`src/rtl/sim_clk_pkg.sv`:
```
// Shared constants and types for the simulation clock generator.
// Optional feature macro used by the design: SIM_CLK_GEN_PHASE_SYNC_EN.
package sim_clk_pkg;

   localparam int CNT_W_DEF = 16;

   // Half-periods in 50 MHz cycles for the two stock output frequencies.
   localparam logic [CNT_W_DEF-1:0] HP_100KHZ = 16'd250;
   localparam logic [CNT_W_DEF-1:0] HP_1KHZ   = 16'd25000;

   // Per-channel state at the default counter width.
   typedef struct packed {
      logic [CNT_W_DEF-1:0] hp;
      logic [CNT_W_DEF-1:0] pending;
      logic [CNT_W_DEF-1:0] cnt;
   } chan_state_t;

   // Width of a channel-select field; never narrower than one bit.
   function automatic int sel_w(input int n);
      return (n > 1) ? $clog2(n) : 1;
   endfunction

endpackage

```
`src/rtl/sim_clk_chan.sv`:
```
// One divided-clock channel: half-period counter, pending-update staging and
// registered clk_out / tick / pend.
// Macro SIM_CLK_GEN_PHASE_SYNC_EN adds the sync input that restarts the phase.
module sim_clk_chan #(
   parameter int               CNT_W   = 16,
   parameter logic [CNT_W-1:0] HP_INIT = '0
) (
   input  logic             clk_50Mhz,
   input  logic             rst_n,
   input  logic             en,
   input  logic             wr,
`ifdef SIM_CLK_GEN_PHASE_SYNC_EN
   input  logic             sync,
`endif
   input  logic [CNT_W-1:0] wr_hp,
   output logic             clk_out,
   output logic             tick,
   output logic             pend
);

   localparam logic [CNT_W-1:0] ONE = CNT_W'(1);

   typedef struct packed {
      logic [CNT_W-1:0] hp;
      logic [CNT_W-1:0] pending;
      logic [CNT_W-1:0] cnt;
   } state_t;

   state_t           st_q, st_d;
   logic             clk_q, clk_d;
   logic             tick_q, tick_d;
   logic             pend_q, pend_d;
   logic             running;
   logic             restart;
   logic             toggle;
   logic [CNT_W-1:0] hp_next;

   assign running = en && (st_q.hp != '0);

   // A stopped channel (and, with phase sync, a sync pulse) drops back to a
   // fresh start: counter and output cleared, staged value applied.
`ifdef SIM_CLK_GEN_PHASE_SYNC_EN
   assign restart = !running || sync;
`else
   assign restart = !running;
`endif

   // Only meaningful when running, so hp >= 1 and hp-1 cannot wrap.
   assign toggle  = running && (st_q.cnt == st_q.hp - ONE);

   // Half-period taking effect at a boundary: a same-cycle write beats an
   // older staged value, which beats the current one.
   assign hp_next = wr ? wr_hp : (pend_q ? st_q.pending : st_q.hp);

   // Next-state: restart, half-period boundary, or plain count.
   always_comb begin
      // NOTE: every output of this block gets a default first so no path
      // leaves a value unassigned, which would otherwise infer a latch.
      st_d   = st_q;
      clk_d  = clk_q;
      tick_d = 1'b0;
      pend_d = pend_q;
      if (wr) begin
         st_d.pending = wr_hp;
      end
      if (restart) begin
         st_d.hp  = hp_next;
         st_d.cnt = '0;
         clk_d    = 1'b0;
         pend_d   = 1'b0;
      end else if (toggle) begin
         st_d.hp  = hp_next;
         st_d.cnt = '0;
         clk_d    = ~clk_q;
         tick_d   = ~clk_q;
         pend_d   = 1'b0;
      end else begin
         st_d.cnt = st_q.cnt + ONE;
         if (wr) begin
            pend_d = 1'b1;
         end
      end
   end

   // State register with asynchronous reset to the configured half-period.
   always_ff @(posedge clk_50Mhz or negedge rst_n) begin
      // NOTE: non-blocking assignments so every flop samples pre-edge values
      // regardless of statement order.
      if (!rst_n) begin
         st_q   <= '{hp: HP_INIT, pending: HP_INIT, cnt: '0};
         clk_q  <= 1'b0;
         tick_q <= 1'b0;
         pend_q <= 1'b0;
      end else begin
         st_q   <= st_d;
         clk_q  <= clk_d;
         tick_q <= tick_d;
         pend_q <= pend_d;
      end
   end

   assign clk_out = clk_q;
   assign tick    = tick_q;
   assign pend    = pend_q;

endmodule

```
`src/rtl/sim_clock_gen.sv`:
```
// Multi-channel divided-clock generator running off the 50 MHz clock.
// Decodes half-period writes and instantiates one sim_clk_chan per channel.
// Macro SIM_CLK_GEN_PHASE_SYNC_EN enables the sync_i phase-realign input;
// without it sync_i is accepted but has no effect.
module sim_clock_gen
   import sim_clk_pkg::*;
#(
   parameter int                    N_CH   = 2,
   parameter int                    CNT_W  = CNT_W_DEF,
   parameter logic [N_CH*CNT_W-1:0] HP_RST = {HP_1KHZ, HP_100KHZ}
) (
   input  logic                     clk_50Mhz,
   input  logic                     rst_n,
   input  logic [N_CH-1:0]          en,
   input  logic                     wr_en,
   input  logic [sel_w(N_CH)-1:0]   wr_ch,
   input  logic [CNT_W-1:0]         wr_hp,
   input  logic                     sync_i,
   output logic [N_CH-1:0]          clk_out,
   output logic [N_CH-1:0]          tick,
   output logic [N_CH-1:0]          pend
);

   localparam int CH_W = sel_w(N_CH);

   logic [N_CH-1:0] wr_sel;

   // One-hot write select; a channel number beyond N_CH matches nothing.
   always_comb begin
      wr_sel = '0;
      for (int i = 0; i < N_CH; i++) begin
         wr_sel[i] = wr_en && (wr_ch == CH_W'(i));
      end
   end

`ifndef SIM_CLK_GEN_PHASE_SYNC_EN
   logic unused_sync;
   assign unused_sync = sync_i;
`endif

   for (genvar g = 0; g < N_CH; g++) begin : g_chan
      sim_clk_chan #(
         .CNT_W   (CNT_W),
         .HP_INIT (HP_RST[g*CNT_W +: CNT_W])
      ) u_chan (
         .clk_50Mhz (clk_50Mhz),
         .rst_n     (rst_n),
         .en        (en[g]),
         .wr        (wr_sel[g]),
`ifdef SIM_CLK_GEN_PHASE_SYNC_EN
         .sync      (sync_i),
`endif
         .wr_hp     (wr_hp),
         .clk_out   (clk_out[g]),
         .tick      (tick[g]),
         .pend      (pend[g])
      );
   end

endmodule

```
`config.mk`:
```
export PLATFORM = sky130hd
export DESIGN_NAME = sim_clock_gen
export DESIGN_NICKNAME = d
export VERILOG_FILES = /design/src/rtl/sim_clk_pkg.sv /design/src/rtl/sim_clk_chan.sv /design/src/rtl/sim_clock_gen.sv
export SDC_FILE = /design/constraint.sdc
export NUM_CORES = 1
export LEC_CHECK = 0
export ABC_CLOCK_PERIOD_IN_PS = 3800
export CAP_MARGIN = 20
export CORE_AREA = 2 2 180 94
export DETAILED_ROUTE_END_ITERATION = 8
export DIE_AREA = 0 0 182 96
export PLACE_DENSITY_LB_ADDON = 0.3
export SYNTH_ARGS = -nofsm -noshare
export SYNTH_HDL_FRONTEND = slang
export SYNTH_SLANG_ARGS = --single-unit
```
`constraint.sdc`:
```
create_clock -name clk_50Mhz -period 3.8 [get_ports clk_50Mhz]
set_input_delay 0.76 -clock clk_50Mhz [delete_from_list [all_inputs] [get_ports clk_50Mhz]]
set_output_delay 0.76 -clock clk_50Mhz [all_outputs]
set_load 0.05 [all_outputs]
```
# Word-level counts from Yosys, hierarchy flattened
# Cells that the tools add are included.
[totals] regBits=102 elab_cells=59 input_bits=23
[classes] eq_ne=6 bitwise_logic=3 muxes=26 n_addsub=4 n_reduce_logical=8
[ops] cell="$mux 16" n=12
[ops] cell="$add 16x1->16 const B" n=2
[ops] cell="$eq 16x16->1" n=2
[ops] cell="$reduce_bool 16->1" n=2
[ops] cell="$sub 16x1->16 const B" n=2
[ops] cell="$mux 1" n=14
[ops] cell="$logic_and 1x1->1" n=6
[ops] cell="$ne 3x2->1 const B" n=2
[ops] cell="$ne 2x2->1 const B" n=2
[ops] cell="$not 1->1" n=3

# Longest topological paths before layout
# Gate-level depths: netlist (run 1).
[logic_depth] word_depth=5 ltp_mapped=11 mapped_depth_nobuf=9

# By module
# A second synthesis (run 1) with hierarchy kept.
[hier_totals] cells_unflattened=460 area_unflattened_um2=5343.9
[modules_own_cells] module="sim_clk_chan at g_chan[1].u_chan" instances=1 area_per_inst_um2=2691.3 cells_each=226
[modules_own_cells] module="sim_clk_chan at g_chan[0].u_chan" instances=1 area_per_inst_um2=2636.3 cells_each=232
[modules_own_cells] module="sim_clock_gen" instances=1 area_per_inst_um2=16.3 cells_each=2

# Worst setup path after synthesis (run 1)
# Ideal clock, no wire load.
[synth_path] path_type="flip-flop to flip-flop" startpoint="register g_chan[1].u_chan.st_q[32] in the netlist's numbering" endpoint="register g_chan[1].u_chan.st_q[38] in the netlist's numbering" stages_incl_launch_ff=12 arrival_time_ps=2993 required_time_ps=3675 path_slack_ps=682 n_path_buf=2 setup_time_ps=125 cell_sequence="dfrtp_1 > inv_1 > ha_1 > or4b_2 > nor4_1 > o21ai_0 > o311a_1 > a22o_1 > o31a_1 > buf_6 > buf_8 > mux2_4"
[synth_via] elab_chain_len=4 elab_cells_between_ends=7 cone_classes="add/sub: 1; eq/ne: 2; mux: 1; reduce/logical: 3"
[synth_lines] item="start, declared" line="sim_clk_chan.sv:29" text="state_t st_q, st_d;"
[synth_lines] item="start signal, assigned" line="sim_clk_chan.sv:90" text="st_q <= '{hp: HP_INIT, pending: HP_INIT, cnt: '0};"
[synth_lines] item="start signal, assigned" line="sim_clk_chan.sv:95" text="st_q <= st_d;"
[synth_lines] item="$sub 16x1->16 or $reduce_bool 16->1 (tied branches)" line="sim_clk_chan.sv:49, sim_clk_chan.sv:38"
[synth_lines] item="$eq 16x16->1 or $logic_and 1x1->1 (tied branches)" line="sim_clk_chan.sv:49, sim_clk_chan.sv:38"
[synth_lines] item="$logic_and 1x1->1" line="sim_clk_chan.sv:49" text="assign toggle = running && (st_q.cnt == st_q.hp - ONE);"
[synth_lines] item="$ne 2x2->1 (no line)"
# Parallel ways exist; a longest one is shown, timed or not.
# A chain may end at the register's enable or synchronous reset.

# Final worst setup path (run 1)
[layout_path] startpoint="register g_chan[1].u_chan.st_q[32] in the netlist's numbering" endpoint="register g_chan[1].u_chan.st_q[41] in the netlist's numbering"
# Same word-level chain as after synthesis.

==> metrics.md, run 1 <==
| Metric | Value |
|---|---|
| Commonest cells after routing, fill and taps aside | sky130_fd_sc_hd__dfrtp_1 (78), sky130_fd_sc_hd__nor2_1 (66), sky130_fd_sc_hd__xor2_1 (37) |
| Number of optimization iterations in the first detailed-route pass | 5 |
| Horizontal extent of the die | 182 um |
| Number of DRC violations after detailed-routing iteration 0 | 324 |
| Total die area | 17470 um^2 |
| Period minus WS final | about 3.6 ns |
| Setup ws final | 0.1889 ns |
| Total clock buffers created by CTS | 9 |
| Library cell used as clock root buffer | sky130_fd_sc_hd__clkbuf_16 |
| CTS tree | done |
| Maximum clock frequency | approximately 280 MHz |
| Highest signal layer in the routed design | met4 |
| Worst hold slack after final layout | 0.4055 ns |
| Leakage dissipation | 2.614 nW |
| Share of flip-flops with an asynchronous set or reset after synthesis | 100.0% |
| Met3 wire length | 1.126 mm |
| Number of nets in the layout | 573 |
| Largest driver fanout on the critical path | 16 |
| Library cell occupying the most area in the post-synthesis netlist | sky130_fd_sc_hd__dfrtp_1 |
| Class of the worst hold path | in2async |
| Gate count of the mapped netlist | roughly 530 |
| Top-level port count | 29 |
| Share of the synthesized area in the top cell type | 35.73% |
| Number of global-route vias before repair | 3799 |
| Setup fix buffers added after clock tree synthesis | 0 |
| Main flop type after synthesis | sky130_fd_sc_hd__dfrtp_1 |
| Final Hold Fails | 0 |
| H-tree lvl count | 3 |
| Leading cell type in the layout, fill and taps excluded | sky130_fd_sc_hd__dfrtp_1 |
| Number of nets produced by synthesis | around 560 |
| Cell internal power dissipation | approximately 2.1 mW |
| IR Drop Worst-Case VDD | roughly 270 uV |
| Power per Cell Area | 494.2 nW/um^2 |
| Fraction of power consumed by sequential logic | 47.8% |
| Final count of pins violating max slew | 0 |
| Gate power share | a little over a fifth |
| Area taken by flip-flops and latches | 2582 um^2 |
| Transition at the pin with the smallest max-transition slack | 0.7464 ns |
| Synth warnings | 0 |
| Overall die height | 96 um |
| Vias post-DR | 3995 |
| Critical path startpoint category | flip-flop |
| Quantity of I/O buffers inserted on ports | 27 |
| EDFF count, synth | 0 |
| Dominant cells by area after synthesis | sky130_fd_sc_hd__dfrtp_1 (36%), sky130_fd_sc_hd__dfstp_2 (12%), sky130_fd_sc_hd__xor2_1 (5.9%), sky130_fd_sc_hd__nor2_1 (4.5%), sky130_fd_sc_hd__mux2_2 (4.5%) |
| Number of failing setup endpoints in the final timing report | 0 |
| CP arrival | 3.84 ns |
| Switching power | 0.9417 mW |
| Rows | 33 |
| Overflow left after global routing | 0 |
| Average vias per placed instance | 5.264 |
| Drc violations | 0 |
| Area Overhead vs Synth | 13.83% |
| Global-route wire length before repair | 20.97 mm |
| Net switching share of the total power | 30.64% |
| Total wirelength of the detailed-routed design | 12.89 mm |
| Headroom to the max-slew limit | around half |
| Placeable core area | between 15000 and 20000 um^2 |
| Area of combinational cells with multiple inputs | 2621 um^2 |
| Number of hold buffers added after CTS | 0 |
| Fin Setup TNS | 0 ns |
| Met1 wire length | around 7 mm |
| Sink Count | 102 |
| Post-layout instance area | 6218 um^2 |
| Number of nets with antenna violations after routing | 0 |
| Met2 WL post-DR | ~4.7 mm |
| Initial core utilization | 34.28% |
| Largest net degree at the start of global routing | 45 |
| Critical path endpoint category | flip-flop |
| Critical path required time | 4.03 ns |
| Post-DP HPWL | just under 10 mm |
| Number of max-cap violations | 0 |
| Outcome | complete, no violations |
| Worst-path clk slew | around 0.070 ns |
| Sequential-to-total area share from yosys stat | 47.27% |
| Clock network power share | 31.4% |
| Fraction of final layout cells with drive strength greater than 1 | 16.39% |
| Crit path kind | reg2reg |
| Clock skew after layout | ~0.0094 ns |
| Instance area after placement | 5899 um^2 |
| Syn_area_per_cell | slightly above 10 um^2 |
| Final weighted congestion of routability-driven global placement | a little under 0.9 |
| Overall routing resource usage | 15.62% |
| Share of the clock period used by the worst path | 95.03% |
| Unrepaired setup endpoints after global routing | no |
| Average wire per standard cell | 16.99 um |
| Worst skew pair latency | around 0.35 ns |
| Summed instance area of the synthesized netlist | 5463 um^2 |
| Quantity of gates resized following cts | 0 |
| Netlist cell types | 54 |
| Number of flip-flops and latches in the synthesized netlist | ~100 |
| # fillers | around 1500 |
| Clock tree buffer depth | 2 |
| Number of diodes | 0 |
| Initial antenna violation count | 0 |
| Worst setup slack before clock tree synthesis | 0.2351 ns |
worst max-delay path: stages (launching register included):
cell and delay, ns:
sky130_fd_sc_hd__dfrtp_1 0.44, sky130_fd_sc_hd__inv_1 0.12, sky130_fd_sc_hd__ha_1 0.29, sky130_fd_sc_hd__or4b_2 0.62
sky130_fd_sc_hd__nor4_1 0.40, sky130_fd_sc_hd__buf_4 0.22, sky130_fd_sc_hd__o21ai_0 0.08, sky130_fd_sc_hd__o311a_1 0.16
sky130_fd_sc_hd__a22o_1 0.29, sky130_fd_sc_hd__o31a_1 0.31, sky130_fd_sc_hd__buf_4 0.22, sky130_fd_sc_hd__mux2_4 0.32
final timing paths:
check | start | endpoint | slack [ns] | cells after the start
max in group asynchronous | rst_n | g_chan[0].u_chan.st_q[35]$_DFFE_PN1P_ | 2.50 | 2
setup / recovery | g_chan[1].u_chan.st_q[32]$_DFFE_PN0P_ | g_chan[1].u_chan.st_q[41]$_DFFE_PN0P_ | 0.19 | 11
min in group clk_50Mhz | g_chan[0].u_chan.st_q[25]$_DFFE_PN0P_ | g_chan[0].u_chan.st_q[25]$_DFFE_PN0P_ | 0.49 | 2
setup reg to reg | g_chan[1].u_chan.st_q[32]$_DFFE_PN0P_ | g_chan[1].u_chan.st_q[41]$_DFFE_PN0P_ | 0.19 | 11
hold / removal | rst_n | g_chan[1].u_chan.st_q[44]$_DFFE_PN0P_ | 0.41 | 1
hold reg to reg | g_chan[0].u_chan.st_q[25]$_DFFE_PN0P_ | g_chan[0].u_chan.st_q[25]$_DFFE_PN0P_ | 0.49 | 2
state kept, by name, summed over array words and instances, names as in the netlist:
name / count
g_chan.u_chan.clk_out: 2
g_chan.u_chan.tick: 2
g_chan.u_chan.pend: 2
g_chan.u_chan.st_q: 96
per-stage QoR:
step | power (mW) | util (%) | cells
after floorplan | 1.902 | - | 527
after global placement | 2.078 | 37.02 | 742
after detailed placement | 2.112 | 37.02 | 742
after CTS | 3.087 | 38.97 | 758
after global routing | 3.224 | 39.02 | 759
final | 3.073 | 39.02 | 759
layer usage:
| metal | track usage [%] | up-vias |
|---|---|---|
| met1 | 24.91 | 1970 |
| met3 | 4.502 | 8 |
| met2 | 19.94 | 132 |
| li1 | - | 1885 |
| met4 | 3.495 | 0 |
| met5 | 0 | - |
power groups by stage:
| stage | sequential, mW | combinational, mW | clock, mW |
|---|---|---|---|
| global route | 1.49 | 0.701 | 1.03 |
| finish | 1.47 | 0.638 | 0.965 |
| global placement | 1.48 | 0.601 | 0 |
| floorplan | 1.41 | 0.496 | 0 |
| detailed placement | 1.48 | 0.629 | 0 |
| CTS | 1.47 | 0.634 | 0.987 |
cell usage after synthesis (all sizes together), types with 3 or more instances:
library cell	n
mux2	32
nor2b	4
and3	10
nand3	24
o21ai	10
nand2	19
or4	3
nor4	8
xnor2	26
mux2i	17
and4b	3
nor3	15
nor2	66
a21oi	10
nand4	14
buf	13
clkbuf	18
or2	3
dfrtp	78
ha	6
dfstp	24
nand2b	8
a211o	3
nor4b	5
a32oi	17
inv	26
nor3b	5
xor2	37
cell type report:
class | count | area share (%)
Tap cell | 210 | 4.225
Inverter | 26 | 1.569
Timing Repair Buffer | 37 | 5.513
Sequential cell | 102 | 41.53
Clock buffer | 12 | 4.125
Clock inverter | 4 | 0.8853
Multi-Input combinational cell | 368 | 42.15
cells by family after synthesis:
kind of cell	share of synthesized area, %
XOR/XNOR	10.10
AO/OA/AOI/OAI	7.513
flip-flops	47.27
buffers and inverters	4.741
AND/OR/NAND/NOR	18.60
multiplexers	10.40
adder cells (fa/ha/maj)	1.374
No activity file was read; power rests on OpenSTA's default activity.
==> run 2: changes to the inputs <==
- CORE_AREA: 2 2 180 94 -> 2 2 153 80
- DIE_AREA: 0 0 182 96 -> 0 0 155 82
- GPL_ROUTABILITY_DRIVEN: not set -> 1
==> run 2 against run 1 <==
- sequential share of layout area is 0.32 points higher
- first-iteration DRC count stayed put
- global-route usage is 5.1 points higher
- final cell count is 7.6% lower
- flip-flop and latch count stayed put
- critical endpoint is now g_chan[1].u_chan.st_q[44]$_DFFE_PN0P_
- largest cell class unchanged
==> metrics.md, run 2 (same netlist as run 1, synthesis figures left out) <==
| Metric | Value |
|---|---|
| Transition at the pin with the smallest max-transition slack | 0.9186 ns (was 0.7464 ns) |
| Quantity of gates resized following cts | 0 (unchanged) |
| Leading cell type in the layout, fill and taps excluded | sky130_fd_sc_hd__dfrtp_1 (unchanged) |
| Crit-path cells | inv_1 -> ha_1 -> or4b_2 -> nor4_1 -> buf_4 -> o21ai_0 -> o311a_1 -> a22o_1 -> o31a_1 -> buf_4 -> mux2_4 (unchanged) |
| Largest net degree at the start of global routing | 75 (was 45) |
| Vias post-DR | 4000 (was 3995) |
| Initial antenna violation count | 0 (unchanged) |
| Number of nets in the layout | 575 (was 573) |
| Average vias per placed instance | 5.706 (was 5.264) |
| Number of nets with antenna violations after routing | 0 (unchanged) |
| Power per Cell Area | 502.4 nW/um^2 (was 494.2 nW/um^2) |
| Cell repeated most along the worst path | sky130_fd_sc_hd__buf_4 (unchanged) |
| Worst setup slack before clock tree synthesis | 0.3456 ns (was 0.2351 ns) |
| Commonest cells after routing, fill and taps aside | sky130_fd_sc_hd__dfrtp_1 (78), sky130_fd_sc_hd__nor2_1 (66), sky130_fd_sc_hd__xor2_1 (37) (unchanged) |
| Total power consumption of the routed design | 3.100 mW (was 3.073 mW) |
| Global-route wire length before repair | 20.02 mm (was 20.97 mm) |
| Post-DP HPWL | 9.188 mm (was 9.829 mm) |
| Number of hold buffers added after CTS | 0 (unchanged) |
| Average wire per standard cell | 17.45 um (was 16.99 um) |
| Sink Count | 102 (unchanged) |
| Final weighted congestion of routability-driven global placement | 0.9086 (was 0.8711) |
| Rows | 28 (was 33) |
| Largest driver fanout on the critical path | 16 (unchanged) |
| Period minus WS final | 3.550 ns (was 3.611 ns) |
| Clock skew after layout | 0.005803 ns (was 0.009407 ns) |
| Number of diodes | 0 (unchanged) |
| Critical path startpoint category | flip-flop (unchanged) |
| Overflow left after global routing | 0 (unchanged) |
| Total wirelength of the detailed-routed design | 12.23 mm (was 12.89 mm) |
| Fraction of final layout cells with drive strength greater than 1 | 16.88% (was 16.39%) |
| CTS tree | done (unchanged) |
| Horizontal extent of the die | 155 um (was 182 um) |
| Total clock buffers created by CTS | 9 (unchanged) |
| Worst skew pair latency | 0.35 ns (about the same) |
| Final Hold Fails | 0 (unchanged) |
| # fillers | 975 (was 1537) |
| Clock tree buffer depth | 2 (unchanged) |
| Overall routing resource usage | 20.71% (was 15.62%) |
| Setup ws final | 0.2495 ns (was 0.1889 ns) |
| Overall die height | 82 um (was 96 um) |
| Top register by number of flip-flops | g_chan.u_chan.st_q (unchanged) |
| Crit path max-delay cell type | sky130_fd_sc_hd__or4b_2 (unchanged) |
| Area taken by flip-flops and latches | 2582 um^2 (unchanged) |
| Area Overhead vs Synth | 12.96% (was 13.83%) |
| Flip-flop count of the largest register after layout | 96 (unchanged) |
| Number of max-cap violations | 0 (unchanged) |
| Library cell used as clock root buffer | sky130_fd_sc_hd__clkbuf_16 (unchanged) |
| Area of combinational cells with multiple inputs | 2621 um^2 (unchanged) |
| Number of failing setup endpoints in the final timing report | 0 (unchanged) |
| Number of DRC violations after detailed-routing iteration 0 | 324 (unchanged) |
| Fin Setup TNS | 0 ns (unchanged) |
| Number of global-route vias before repair | 3802 (was 3799) |
| H-tree lvl count | 3 (unchanged) |
| Class of the worst hold path | reg2reg (was in2async) |
| CP delay by family, top | simple AND/OR/NAND/NOR gates (unchanged) |
| Total die area | 12710 um^2 (was 17470 um^2) |
| Worst-path clk slew | 0.07 ns (about the same) |
| Outcome | complete, no violations (unchanged) |
| IR Drop Worst-Case VDD | 247.4 uV (was 274.4 uV) |
| Share of the clock period used by the worst path | 93.43% (was 95.03%) |
| Critical path required time | 4.03 ns (about the same) |
| Placeable core area | 11460 um^2 (was 15940 um^2) |
| CP bufs+invs | 3 (unchanged) |
| CP arrival | 3.78 ns (was 3.84 ns) |
| Highest cell delay on the worst timing path | 0.61 ns (was 0.62 ns) |
| Critical path endpoint category | flip-flop (unchanged) |
| Final count of pins violating max slew | 0 (unchanged) |
| Drc violations | 0 (unchanged) |
| Number of optimization iterations in the first detailed-route pass | 5 (unchanged) |
| Setup fix buffers added after clock tree synthesis | 0 (unchanged) |
| Unrepaired setup endpoints after global routing | no (unchanged) |
| Maximum clock frequency | 281.7 MHz (was 276.9 MHz) |
| Initial core utilization | 47.68% (was 34.28%) |
| Crit path kind | reg2reg (unchanged) |
| Leakage dissipation | 2.619 nW (was 2.614 nW) |
| Quantity of I/O buffers inserted on ports | 27 (unchanged) |
| Top-level port count | 29 (unchanged) |
| Headroom to the max-slew limit | 38.76% (was 50.12%) |
-- run 2: per-layer routing --
metal  vias to the layer above  GRT usage (%)  wire length [um]
met5                         -              0                 0
met4                         0          5.278               123
met3                        14          4.855               857
met2                       116          27.64              4566
met1                      1990          32.88              6686
li1                       1880              -                 -
-- run 2: worst min-delay path, cell delays in order, from the launching register on --
cell,delay (ns)
sky130_fd_sc_hd__dfrtp_1,0.32
sky130_fd_sc_hd__mux2i_1,0.08
sky130_fd_sc_hd__inv_1,0.06
-- run 2: through the flow --
stage | instances | hold WS [ns] | instance area, um^2 | util, %
3_3_place_gp | 684 | 0.4712 | 5839 | 50.97
2_1_floorplan | 527 | 0.4506 | 5463 | -
4_1_cts | 700 | 0.4940 | 6163 | 53.80
5_1_grt | 701 | 0.5115 | 6171 | 53.87
6_report | 701 | 0.4908 | 6171 | 53.87
3_5_place_dp | 684 | 0.4769 | 5839 | 50.97
-- run 2: final timing paths --
kind / from / slack (ns) / end / cells past startpoint
worst max register to register: g_chan[1].u_chan.st_q[32]$_DFFE_PN0P_ / 0.25 / g_chan[1].u_chan.st_q[44]$_DFFE_PN0P_ / 11
worst max-delay path: g_chan[1].u_chan.st_q[32]$_DFFE_PN0P_ / 0.25 / g_chan[1].u_chan.st_q[44]$_DFFE_PN0P_ / 11
worst min-delay path: g_chan[0].u_chan.st_q[24]$_DFFE_PN0P_ / 0.49 / g_chan[0].u_chan.st_q[24]$_DFFE_PN0P_ / 2
worst min register to register: g_chan[0].u_chan.st_q[24]$_DFFE_PN0P_ / 0.49 / g_chan[0].u_chan.st_q[24]$_DFFE_PN0P_ / 2
min in group asynchronous: rst_n / 0.54 / g_chan[1].u_chan.st_q[14]$_DFF_PN0_ / 1
max in group asynchronous: rst_n / 2.48 / g_chan[1].u_chan.st_q[2]$_DFF_PN0_ / 2
-- run 2: report_power, final --
part           internal [mW]  switching (mW)
clock network          0.578           0.410
registers               1.28           0.191
logic                  0.310           0.336
total                   2.16           0.936
-- run 2: layout make-up --
class                   count  share of cell area (%)
clock buffers               9                   3.650
well taps                 150                   3.041
flip-flops and latches    102                   41.85
repair buffers             39                   5.799
inverters                  26                   1.582
clock inverters             7                   1.602
multi-input cells         368                   42.48
==> run 3: changes to the inputs <==
==> constraint.sdc (replaced) <==
create_clock -name clk_50Mhz -period 3.8 [get_ports clk_50Mhz]
set_input_delay 0.57 -clock clk_50Mhz [delete_from_list [all_inputs] [get_ports clk_50Mhz]]
set_output_delay 0.57 -clock clk_50Mhz [all_outputs]
set_load 0.05 [all_outputs]
==> run 3 against run 2 <==
- non-clock buffer count unchanged
- global-route usage rose by 0.082 points
- sequential power barely moved
- register-to-register slack about the same
- final cell count is the same
- clock power fell by 5.5%
- first-iteration DRC count increased by 29%
- design area decreased by 0.39%
- count of clock-buffer cells in the layout is 1 higher
- routed wire length up 1.5%
- clock skew grew 0.0016 ns
- worst setup slack improved by 0.0058 ns
==> metrics.md, run 3 (same netlist as run 1, synthesis figures left out) <==
| Metric | Value |
|---|---|
| Placeable core area | 11460 um^2 (unchanged) |
| Clock tree buffer depth | 2 (unchanged) |
| Library cell used as clock root buffer | sky130_fd_sc_hd__clkbuf_16 (unchanged) |
| Area Overhead vs Synth | 12.53% (was 12.96%) |
| Setup fix buffers added after clock tree synthesis | 0 (unchanged) |
| Initial core utilization | 47.68% (unchanged) |
| Leading cell type in the layout, fill and taps excluded | sky130_fd_sc_hd__dfrtp_1 (unchanged) |
| CTS tree | done (unchanged) |
| Sink Count | 102 (unchanged) |
| Quantity of gates resized following cts | 0 (unchanged) |
| Area taken by flip-flops and latches | 2582 um^2 (unchanged) |
| Horizontal extent of the die | 155 um (unchanged) |
| Overall routing resource usage | 20.79% (was 20.71%) |
| Share of the clock period used by the worst path | 93.28% (was 93.43%) |
| Initial antenna violation count | 0 (unchanged) |
| Unrepaired setup endpoints after global routing | no (unchanged) |
| Fraction of final layout cells with drive strength greater than 1 | 16.88% (unchanged) |
| IR Drop Worst-Case VDD | 245.9 uV (was 247.4 uV) |
| CP delay by family, top | simple AND/OR/NAND/NOR gates (unchanged) |
| Utilization after layout | 53.66% (was 53.87%) |
| Total clock buffers created by CTS | 9 (unchanged) |
| Critical path endpoint category | flip-flop (unchanged) |
| Number of failing setup endpoints in the final timing report | 0 (unchanged) |
| Crit path kind | reg2reg (unchanged) |
| Transition at the pin with the smallest max-transition slack | 0.7492 ns (was 0.9186 ns) |
| Final non-filler cell total | 701 (unchanged) |
| Leakage dissipation | 2.623 nW (was 2.619 nW) |
| Top-level port count | 29 (unchanged) |
| Worst setup slack for register-to-register paths | 0.26 ns (was 0.25 ns) |
| Total die area | 12710 um^2 (unchanged) |
| Number of diodes | 0 (unchanged) |
| # fillers | 990 (was 975) |
| Cell depth of the worst flop-to-flop path | 8 (was 11) |
| Average vias per placed instance | 5.735 (was 5.706) |
| Commonest cells after routing, fill and taps aside | sky130_fd_sc_hd__dfrtp_1 (78), sky130_fd_sc_hd__nor2_1 (66), sky130_fd_sc_hd__xor2_1 (37) (unchanged) |
| Post-placement cell count | 685 (was 684) |
| Worst R2R Start | g_chan[1].u_chan.st_q[34]$_DFFE_PN0P_ (was g_chan[1].u_chan.st_q[32]$_DFFE_PN0P_) |
| Crit-path cells | nor4_4 -> nand4b_1 -> or3_1 -> a221o_1 -> or4_4 -> o31a_1 -> buf_4 -> mux2_4 (was inv_1 -> ha_1 -> or4b_2 -> nor4_1 -> buf_4 -> o21ai_0 -> o311a_1 -> a22o_1 -> o31a_1 -> buf_4 -> mux2_4) |
| Outcome | complete, no violations (unchanged) |
| Class of the worst hold path | in2async (was reg2reg) |
| Overall die height | 82 um (unchanged) |
| Quantity of I/O buffers inserted on ports | 27 (unchanged) |
| Highest cell delay on the worst timing path | 0.52 ns (was 0.61 ns) |
| Worst-path clk slew | 0.07 ns (about the same) |
| Top register by number of flip-flops | g_chan.u_chan.st_q (unchanged) |
| Overflow left after global routing | 0 (unchanged) |
| Worst skew pair latency | 0.34 ns (was 0.35 ns) |
| Number of DRC violations after detailed-routing iteration 0 | 417 (was 324) |
| Critical path startpoint category | flip-flop (unchanged) |
| Average wire per standard cell | 17.71 um (was 17.45 um) |
| Power per Cell Area | 495.9 nW/um^2 (was 502.4 nW/um^2) |
| Rows | 28 (unchanged) |
| CP bufs+invs | 1 (was 3) |
| Post-DP HPWL | 9.286 mm (was 9.188 mm) |
| Clock skew after layout | 0.007437 ns (was 0.005803 ns) |
| Total power consumption of the routed design | 3.048 mW (was 3.100 mW) |
| Number of optimization iterations in the first detailed-route pass | 4 (was 5) |
| Worst reg2reg path endpoint | g_chan[1].u_chan.st_q[43]$_DFFE_PN0P_ (was g_chan[1].u_chan.st_q[44]$_DFFE_PN0P_) |
| Number of max-cap violations | 0 (unchanged) |
| Number of hold buffers added after CTS | 0 (unchanged) |
| Global-route wire length before repair | 20.09 mm (was 20.02 mm) |
| Fin Setup TNS | 0 ns (unchanged) |
| Final weighted congestion of routability-driven global placement | 0.9116 (was 0.9086) |
| Largest net degree at the start of global routing | 53 (was 75) |
| Final count of pins violating max slew | 0 (unchanged) |
| Headroom to the max-slew limit | 49.93% (was 38.76%) |
| Period minus WS final | 3.545 ns (was 3.550 ns) |
| Area of combinational cells with multiple inputs | 2621 um^2 (unchanged) |
| CP arrival | 3.77 ns (was 3.78 ns) |
| H-tree lvl count | 3 (unchanged) |
| Crit path max-delay cell type | sky130_fd_sc_hd__nor4_4 (was sky130_fd_sc_hd__or4b_2) |
| Flip-flop count of the largest register after layout | 96 (unchanged) |
| Total wirelength of the detailed-routed design | 12.42 mm (was 12.23 mm) |
| Vias post-DR | 4020 (was 4000) |
| Largest driver fanout on the critical path | 16 (unchanged) |
| Number of nets with antenna violations after routing | 0 (unchanged) |
| Final Hold Fails | 0 (unchanged) |
| Number of global-route vias before repair | 3777 (was 3802) |
| Number of nets in the layout | 575 (unchanged) |
| Critical path required time | 4.03 ns (about the same) |
| Drc violations | 0 (unchanged) |
| Maximum clock frequency | 282.1 MHz (was 281.7 MHz) |
run 3: cell count changes in the layout (fill, tap and decap cells not counted):
cell                         previous run  this run
sky130_fd_sc_hd__clkinv_2               0         3
sky130_fd_sc_hd__clkinvlp_4             4         1
sky130_fd_sc_hd__bufinv_16              2         1
sky130_fd_sc_hd__clkbuf_8               0         1
run 3: how the worst max path moves through the flow:
stage | to | depth (start not counted) | start
2_1_floorplan | g_chan[1].u_chan.st_q[38]$_DFFE_PN0P_ | 11 | g_chan[1].u_chan.st_q[32]$_DFFE_PN0P_
3_3_place_gp | g_chan[1].u_chan.st_q[41]$_DFFE_PN0P_ | 11 | g_chan[1].u_chan.st_q[32]$_DFFE_PN0P_
3_5_place_dp | g_chan[1].u_chan.st_q[42]$_DFFE_PN0P_ | 8 | g_chan[1].u_chan.st_q[34]$_DFFE_PN0P_
4_1_cts | g_chan[1].u_chan.st_q[44]$_DFFE_PN0P_ | 8 | g_chan[1].u_chan.st_q[34]$_DFFE_PN0P_
5_1_grt | g_chan[1].u_chan.st_q[41]$_DFFE_PN0P_ | 11 | g_chan[1].u_chan.st_q[32]$_DFFE_PN0P_
6_report | g_chan[1].u_chan.st_q[43]$_DFFE_PN0P_ | 8 | g_chan[1].u_chan.st_q[34]$_DFFE_PN0P_
run 3: metal layers:
metal / track usage, % / share of wire, % / up-vias
met3: 5.752 / 6.8 / 14
met2: 27.91 / 38 / 119
li1: - / - / 1886
met5: 0 / 0 / -
met4: 5.556 / 1.1 / 0
met1: 32.22 / 54 / 2001
run 3: final cells by class:
type,instances,share of cell area (%)
clock buffers,10,3.888
clock inverters,6,0.9974
inverters,26,1.588
multi-input cells,368,42.64
flip-flops and latches,102,42.01
well taps,150,3.053
repair buffers,39,5.821
run 3: report_power, final:
part           internal, mW  switching, mW
Clock                 0.527          0.407
Sequential             1.28          0.190
Combinational         0.310          0.339
Total                  2.11          0.936
run 3: metrics by stage:
stage / setup WS, ns / hold slack [ns] / instance area (um^2)
CTS: 0.3356 / 0.2789 / 6147
floorplan: 0.6818 / 0.2744 / 5463
global placement: 0.3931 / 0.4694 / 5847
finish: 0.2553 / 0.2663 / 6147
detailed placement: 0.3682 / 0.4757 / 5847
global route: 0.1678 / 0.3082 / 6147
run 3: worst reg2reg max path, cell delays in order (launching register included):
cell                       delay, ns
sky130_fd_sc_hd__dfrtp_1        0.46
sky130_fd_sc_hd__nor4_4         0.53
sky130_fd_sc_hd__nand4b_1       0.31
sky130_fd_sc_hd__or3_1          0.43
sky130_fd_sc_hd__a221o_1        0.37
sky130_fd_sc_hd__or4_4          0.50
sky130_fd_sc_hd__o31a_1         0.28
sky130_fd_sc_hd__buf_4          0.22
sky130_fd_sc_hd__mux2_4         0.33
